`config.mk`:
```
export PLATFORM = sky130hd
export DESIGN_NAME = senha_gen_multi
export DESIGN_NICKNAME = d
export VERILOG_FILES = /design/src/rtl/senha_gen_multi.sv
export SDC_FILE = /design/constraint.sdc
export NUM_CORES = 1
export LEC_CHECK = 0
export BUFFER_PORTS_ARGS = -buffer_cell sky130_fd_sc_hd__clkbuf_2
export CAP_MARGIN = 20
export CORE_MARGIN = 4
export CORE_UTILIZATION = 40
export CTS_BUF_LIST = sky130_fd_sc_hd__clkbuf_8
export CTS_CLUSTER_DIAMETER = 50
export DETAILED_ROUTE_END_ITERATION = 10
export MAX_ROUTING_LAYER = met4
export PLACE_DENSITY = 0.69
export SLEW_MARGIN = 20
export SYNTH_ARGS = -nofsm -noshare
export SYNTH_HDL_FRONTEND = slang
export SYNTH_SLANG_ARGS = --single-unit
```
`constraint.sdc`:
```
create_clock -name clk_1Hz -period 3.49 [get_ports clk_1Hz]
set_input_delay 0.1745 -clock clk_1Hz [delete_from_list [all_inputs] [get_ports clk_1Hz]]
set_output_delay 0.1745 -clock clk_1Hz [all_outputs]
set_load 0.02 [all_outputs]
```
`src/rtl/senha_gen_multi.sv`:
```
// ----------------------------------------------------------------------------
// senha_gen_multi
//   Multi-digit password generator for the bomb-defusal game. A Fibonacci-style
//   LFSR is stepped once per clk_1Hz edge while generating. Each step offers
//   its low DIGIT_W bits as a candidate digit, and the candidate is accepted
//   only if it is <= DIGIT_MAX. The accepted digits collect in a shadow
//   register. The complete password is then loaded into `senha` in a single
//   edge, so the output never shows a partial password.
//
//   Optional feature macro: SENHA_AUTOGEN_EN. When it is defined, the first
//   clk_1Hz edge after reset release starts a generation without `gen_req`.
//
// Ports
//   clk_1Hz  in   game clock
//   reset    in   asynchronous, active-high reset
//   gen_req  in   generate-new-password request (sampled in IDLE/DONE only)
//   busy     out  generation in progress
//   valid    out  `senha` holds a complete password
//   senha    out  DIGITS*DIGIT_W packed password, digit 0 in the LSBs
//   rej_cnt  out  consecutive rejections for the current digit (debug)
// ----------------------------------------------------------------------------
module senha_gen_multi #(
  parameter int unsigned        LFSR_W    = 11,
  parameter int unsigned        TAP_A     = 10,
  parameter int unsigned        TAP_B     = 8,
  parameter logic [LFSR_W-1:0]  SEED      = 11'h555,
  parameter int unsigned        DIGITS    = 4,
  parameter int unsigned        DIGIT_W   = 4,
  parameter int unsigned        DIGIT_MAX = 9
) (
  input  logic                        clk_1Hz,
  input  logic                        reset,
  input  logic                        gen_req,
  output logic                        busy,
  output logic                        valid,
  output logic [DIGITS*DIGIT_W-1:0]   senha,
  output logic [DIGIT_W:0]            rej_cnt
);

  localparam int unsigned          IDX_W    = (DIGITS > 1) ? $clog2(DIGITS) : 1;
  localparam logic [IDX_W-1:0]     LAST_IDX = IDX_W'(DIGITS - 1);
  localparam logic [DIGIT_W-1:0]   MAX_C    = DIGIT_W'(DIGIT_MAX);

  typedef enum logic [1:0] {
    IDLE = 2'd0,
    STEP = 2'd1,
    DONE = 2'd2
  } state_t;

  state_t                      state_q,  state_d;
  logic [LFSR_W-1:0]           lfsr_q,   lfsr_d;
  logic [IDX_W-1:0]            idx_q,    idx_d;
  logic [DIGIT_W:0]            rej_q,    rej_d;
  logic [DIGITS*DIGIT_W-1:0]   shadow_q, shadow_d;
  logic [DIGITS*DIGIT_W-1:0]   senha_q,  senha_d;
  logic                        busy_q,   busy_d;
  logic                        valid_q,  valid_d;

`ifdef SENHA_AUTOGEN_EN
  // Set by reset; marks the first edge after release as an implicit request.
  logic                        first_q,  first_d;
`endif

  logic                        start;
  logic                        fb;
  logic [LFSR_W-1:0]           lfsr_nxt;
  logic [DIGIT_W-1:0]          cand;
  logic [DIGIT_W:0]            rej_inc;
  logic                        store;
  logic [DIGIT_W-1:0]          store_val;

  always_comb begin
    state_d   = state_q;
    lfsr_d    = lfsr_q;
    idx_d     = idx_q;
    rej_d     = rej_q;
    shadow_d  = shadow_q;
    senha_d   = senha_q;
    busy_d    = busy_q;
    valid_d   = valid_q;
`ifdef SENHA_AUTOGEN_EN
    first_d   = 1'b0;
    start     = gen_req | first_q;
`else
    start     = gen_req;
`endif
    store     = 1'b0;
    store_val = '0;

    // The all-zero state is a lock-up point of the XOR feedback, so it is
    // forced out to 1.
    fb       = lfsr_q[TAP_A] ^ lfsr_q[TAP_B];
    lfsr_nxt = (lfsr_q == '0) ? LFSR_W'(1) : {lfsr_q[LFSR_W-2:0], fb};
    cand     = lfsr_nxt[DIGIT_W-1:0];
    rej_inc  = rej_q + (DIGIT_W+1)'(1);

    unique case (state_q)
      IDLE, DONE: begin
        if (start) begin
          state_d = STEP;
          busy_d  = 1'b1;
          valid_d = 1'b0;
          idx_d   = '0;
          rej_d   = '0;
        end
      end

      STEP: begin
        lfsr_d = lfsr_nxt;
        if (cand <= MAX_C) begin
          store     = 1'b1;
          store_val = cand;
        end else if (rej_inc[DIGIT_W]) begin
          // Rejection streak hit 2^DIGIT_W: force a 0 digit so that
          // generation always terminates.
          store     = 1'b1;
          store_val = '0;
        end else begin
          rej_d = rej_inc;
        end

        if (store) begin
          shadow_d[idx_q*DIGIT_W +: DIGIT_W] = store_val;
          rej_d = '0;
          if (idx_q == LAST_IDX) begin
            // Atomic load that includes the digit stored on this edge.
            senha_d = shadow_d;
            valid_d = 1'b1;
            busy_d  = 1'b0;
            state_d = DONE;
          end else begin
            idx_d = idx_q + IDX_W'(1);
          end
        end
      end

      default: begin
        state_d = IDLE;
        busy_d  = 1'b0;
        valid_d = 1'b0;
      end
    endcase
  end

  always_ff @(posedge clk_1Hz or posedge reset) begin
    if (reset) begin
      state_q  <= IDLE;
      lfsr_q   <= SEED;
      idx_q    <= '0;
      rej_q    <= '0;
      shadow_q <= '0;
      senha_q  <= '0;
      busy_q   <= 1'b0;
      valid_q  <= 1'b0;
`ifdef SENHA_AUTOGEN_EN
      first_q  <= 1'b1;
`endif
    end else begin
      state_q  <= state_d;
      lfsr_q   <= lfsr_d;
      idx_q    <= idx_d;
      rej_q    <= rej_d;
      shadow_q <= shadow_d;
      senha_q  <= senha_d;
      busy_q   <= busy_d;
      valid_q  <= valid_d;
`ifdef SENHA_AUTOGEN_EN
      first_q  <= first_d;
`endif
    end
  end

  assign busy    = busy_q;
  assign valid   = valid_q;
  assign senha   = senha_q;
  assign rej_cnt = rej_q;

endmodule
```
==> out/qor.yml <==
final_util_pct: 45.8
p_per_area_nw_per_um2: 943
finalCritPeriodShare_pct: 61.7
fmax_mhz: 465
cts_tree: "yes"
crit_path_end_kind: "flop"
path_clk_slew_ns: 0.09
final_antenna_net_count: 0
rr_startpoint: "valid"
rrSetupSlack_ns: 1.34
gp_congestion: 0.750
n_antenna_cell: 0
clk_latency_ns: 0.30
power.leakage_nw: 1.30
cts_buffer_depth: 2
area_growth_pct: 10.9
async_reset_ff_share_pct: 100
num_vias: 1773
die_h_um: 86.4
routed_wl_mm: 4.73
num_rows: 28
ys_types: 45
fp.dieArea_um2: 7470
slew_violations: 0
relSlewSlack_pct: 39.7
synth_area_um2: 2460
status: "finished clean"
buffer_ports.inserted: 24
synth_seq_cells: 52
grt_pass1_vias: 1687
cts.sinks: 52
max_slew.worst_pin.slew_ns: 0.905
cts-root-buf: "clkbuf_8"
finalNetCount: 273
fillCellCount: 559
rsz0062_at_grt: "no"
fin_skew_ns: 0.00899
tns_ns: 0
worstPathArrival_ns: 2.38
synthCells: 243
critPathKind: "reg2reg"
crit_fanout: 33
grt_max_degree: 51
grtUsageTotal_pct: 14.1
drive_above_1_share_pct: 18.9
cts_inserted_buffers: 5
io_pins: 26
grt_remaining_overflow: 0
grt_pass1_wl_mm: 8.11
initial_core_util_pct: 41.3
worstHoldPathCells: 3
drt-pass1-iter-count: 4
synthFlopType: "dfrtp_1"
coreArea_um2: 5960
via_per_inst: 5.21
yosysWarnings: 0
whs_ns: 0.142
chipWidth_um: 86.4
hold_path_class: "in2reg"
antenna_found_initial: 0
pre_cts_ws_ns: 1.33
layout_commonest_cell: "dfrtp_1"
wire_per_inst_um: 13.9
setup_viol: 0
cap_violations: 0
holdCritStartpoint: "gen_req"
ff2ff_path_depth: 4
drcViolationCount: 0
ir_drop_uv: 394
rr_endpoint: "senha[14]"
placed_cell_area_um2: 2610
worst_slack_ns: 1.34
syn_area_per_cell_um2: 10.1
hpwl_mm: 3.14
startpoint_type: "flop"
synth-edff-count: 0
htree_levels: 2
syn_nets: 252
design_area_um2: 2730
mostFrequentLayoutCells: "dfrtp_1, nand2_1, a21oi_1"
min_to: "busy"
hold_viol: 0
required_ns: 3.71
layout_min_cycle_time_ns: 2.15
synth_seq_area_share_pct: 53.2
drt-initial-drc-count: 106
## metrics by stage
stage          instances  power [mW]
2_1_floorplan        243        1.92
3_3_place_gp         331        2.17
3_5_place_dp         331        2.19
4_1_cts              340        2.61
5_1_grt              340        2.79
6_report             340        2.57
## sequential cells by signal (all words and copies together) (netlist names)
| signal | flops |
|---|---|
| busy | 1 |
| idx_q | 2 |
| lfsr_q | 11 |
| rej_cnt | 4 |
| senha | 16 |
| shadow_q | 16 |
| state_q | 1 |
| valid | 1 |
## worst max path at each step
stage / slack (ns) / end / from
2_1_floorplan: 1.80 / shadow_q[10] / idx_q[0]
3_3_place_gp: 1.41 / senha[7] / valid
3_5_place_dp: 1.33 / senha[14] / valid
4_1_cts: 1.29 / senha[14] / valid
5_1_grt: 1.11 / senha[3] / valid
6_report: 1.34 / senha[14] / valid
## worst max-delay path, stage by stage, from the launching register on
cell and delay, ns:
dfrtp_1 0.42, and2b_1 0.55, o211a_1 0.84, nor2_1 0.12, a21oi_1 0.16
## what timing repair did
action | in CTS | in global routing
hold endpoints to repair | 2 | 0
gates resized for setup | 0 | 0
hold buffers | 1 | 0
buffers inserted | 0 | 0
## kinds of logic after synthesis
group	share of synthesized area, %
fa+ha+maj	3.05
compound gates	19.0
flops	53.2
other cells	0.152
xor+xnor	0.356
simple gates	20.5
mux	0.458
buf+inv	3.30
## cells in the mapped netlist (all sizes together) (2+ instances only)
cell	n	area share (%)
dfrtp	46	47
a21oi	38	7.9
nand2	38	5.8
nor2	22	3.4
nor2b	17	4.3
a22o	14	5.0
buf	10	2.5
a32o	6	2.5
dfstp	6	6.4
ha	6	3.1
and2	4	1.1
o21ai	4	0.97
and2b	3	0.92
inv	3	0.46
nor4	3	1.0
a21o	2	0.61
clkbuf	2	0.31
nand3	2	0.41
## report_power, final
part / total (mW) / internal (mW) / switching, mW / leakage (nW)
sequential: 1.03 / 0.854 / 0.172 / 0.657
combinational: 1.15 / 0.421 / 0.728 / 0.584
clock: 0.400 / 0.210 / 0.190 / 0.0593
total: 2.57 / 1.48 / 1.09 / 1.30
## routing by layer
layer | GRT usage, % | up-vias | share of wire (%)
li1 | - | 888 | -
met4 | 4.25 | 0 | 1.4
met5 | - | - | 0
met1 | 18.0 | 842 | 45
met3 | 3.14 | 6 | 4.7
met2 | 22.4 | 37 | 49
## cell type report
type                       instances  area (um2)  share of cell area, %
sequential                        52        1310                   47.9
tap                               75        93.8                   3.44
multi-input combinational        176        1070                   39.2
clock buffer                       5        68.8                   2.52
clock inverter                     3        38.8                   1.42
timing repair buffer              26         138                   5.04
inverter                           3        11.3                  0.412
(Power assumes the default switching activity.)
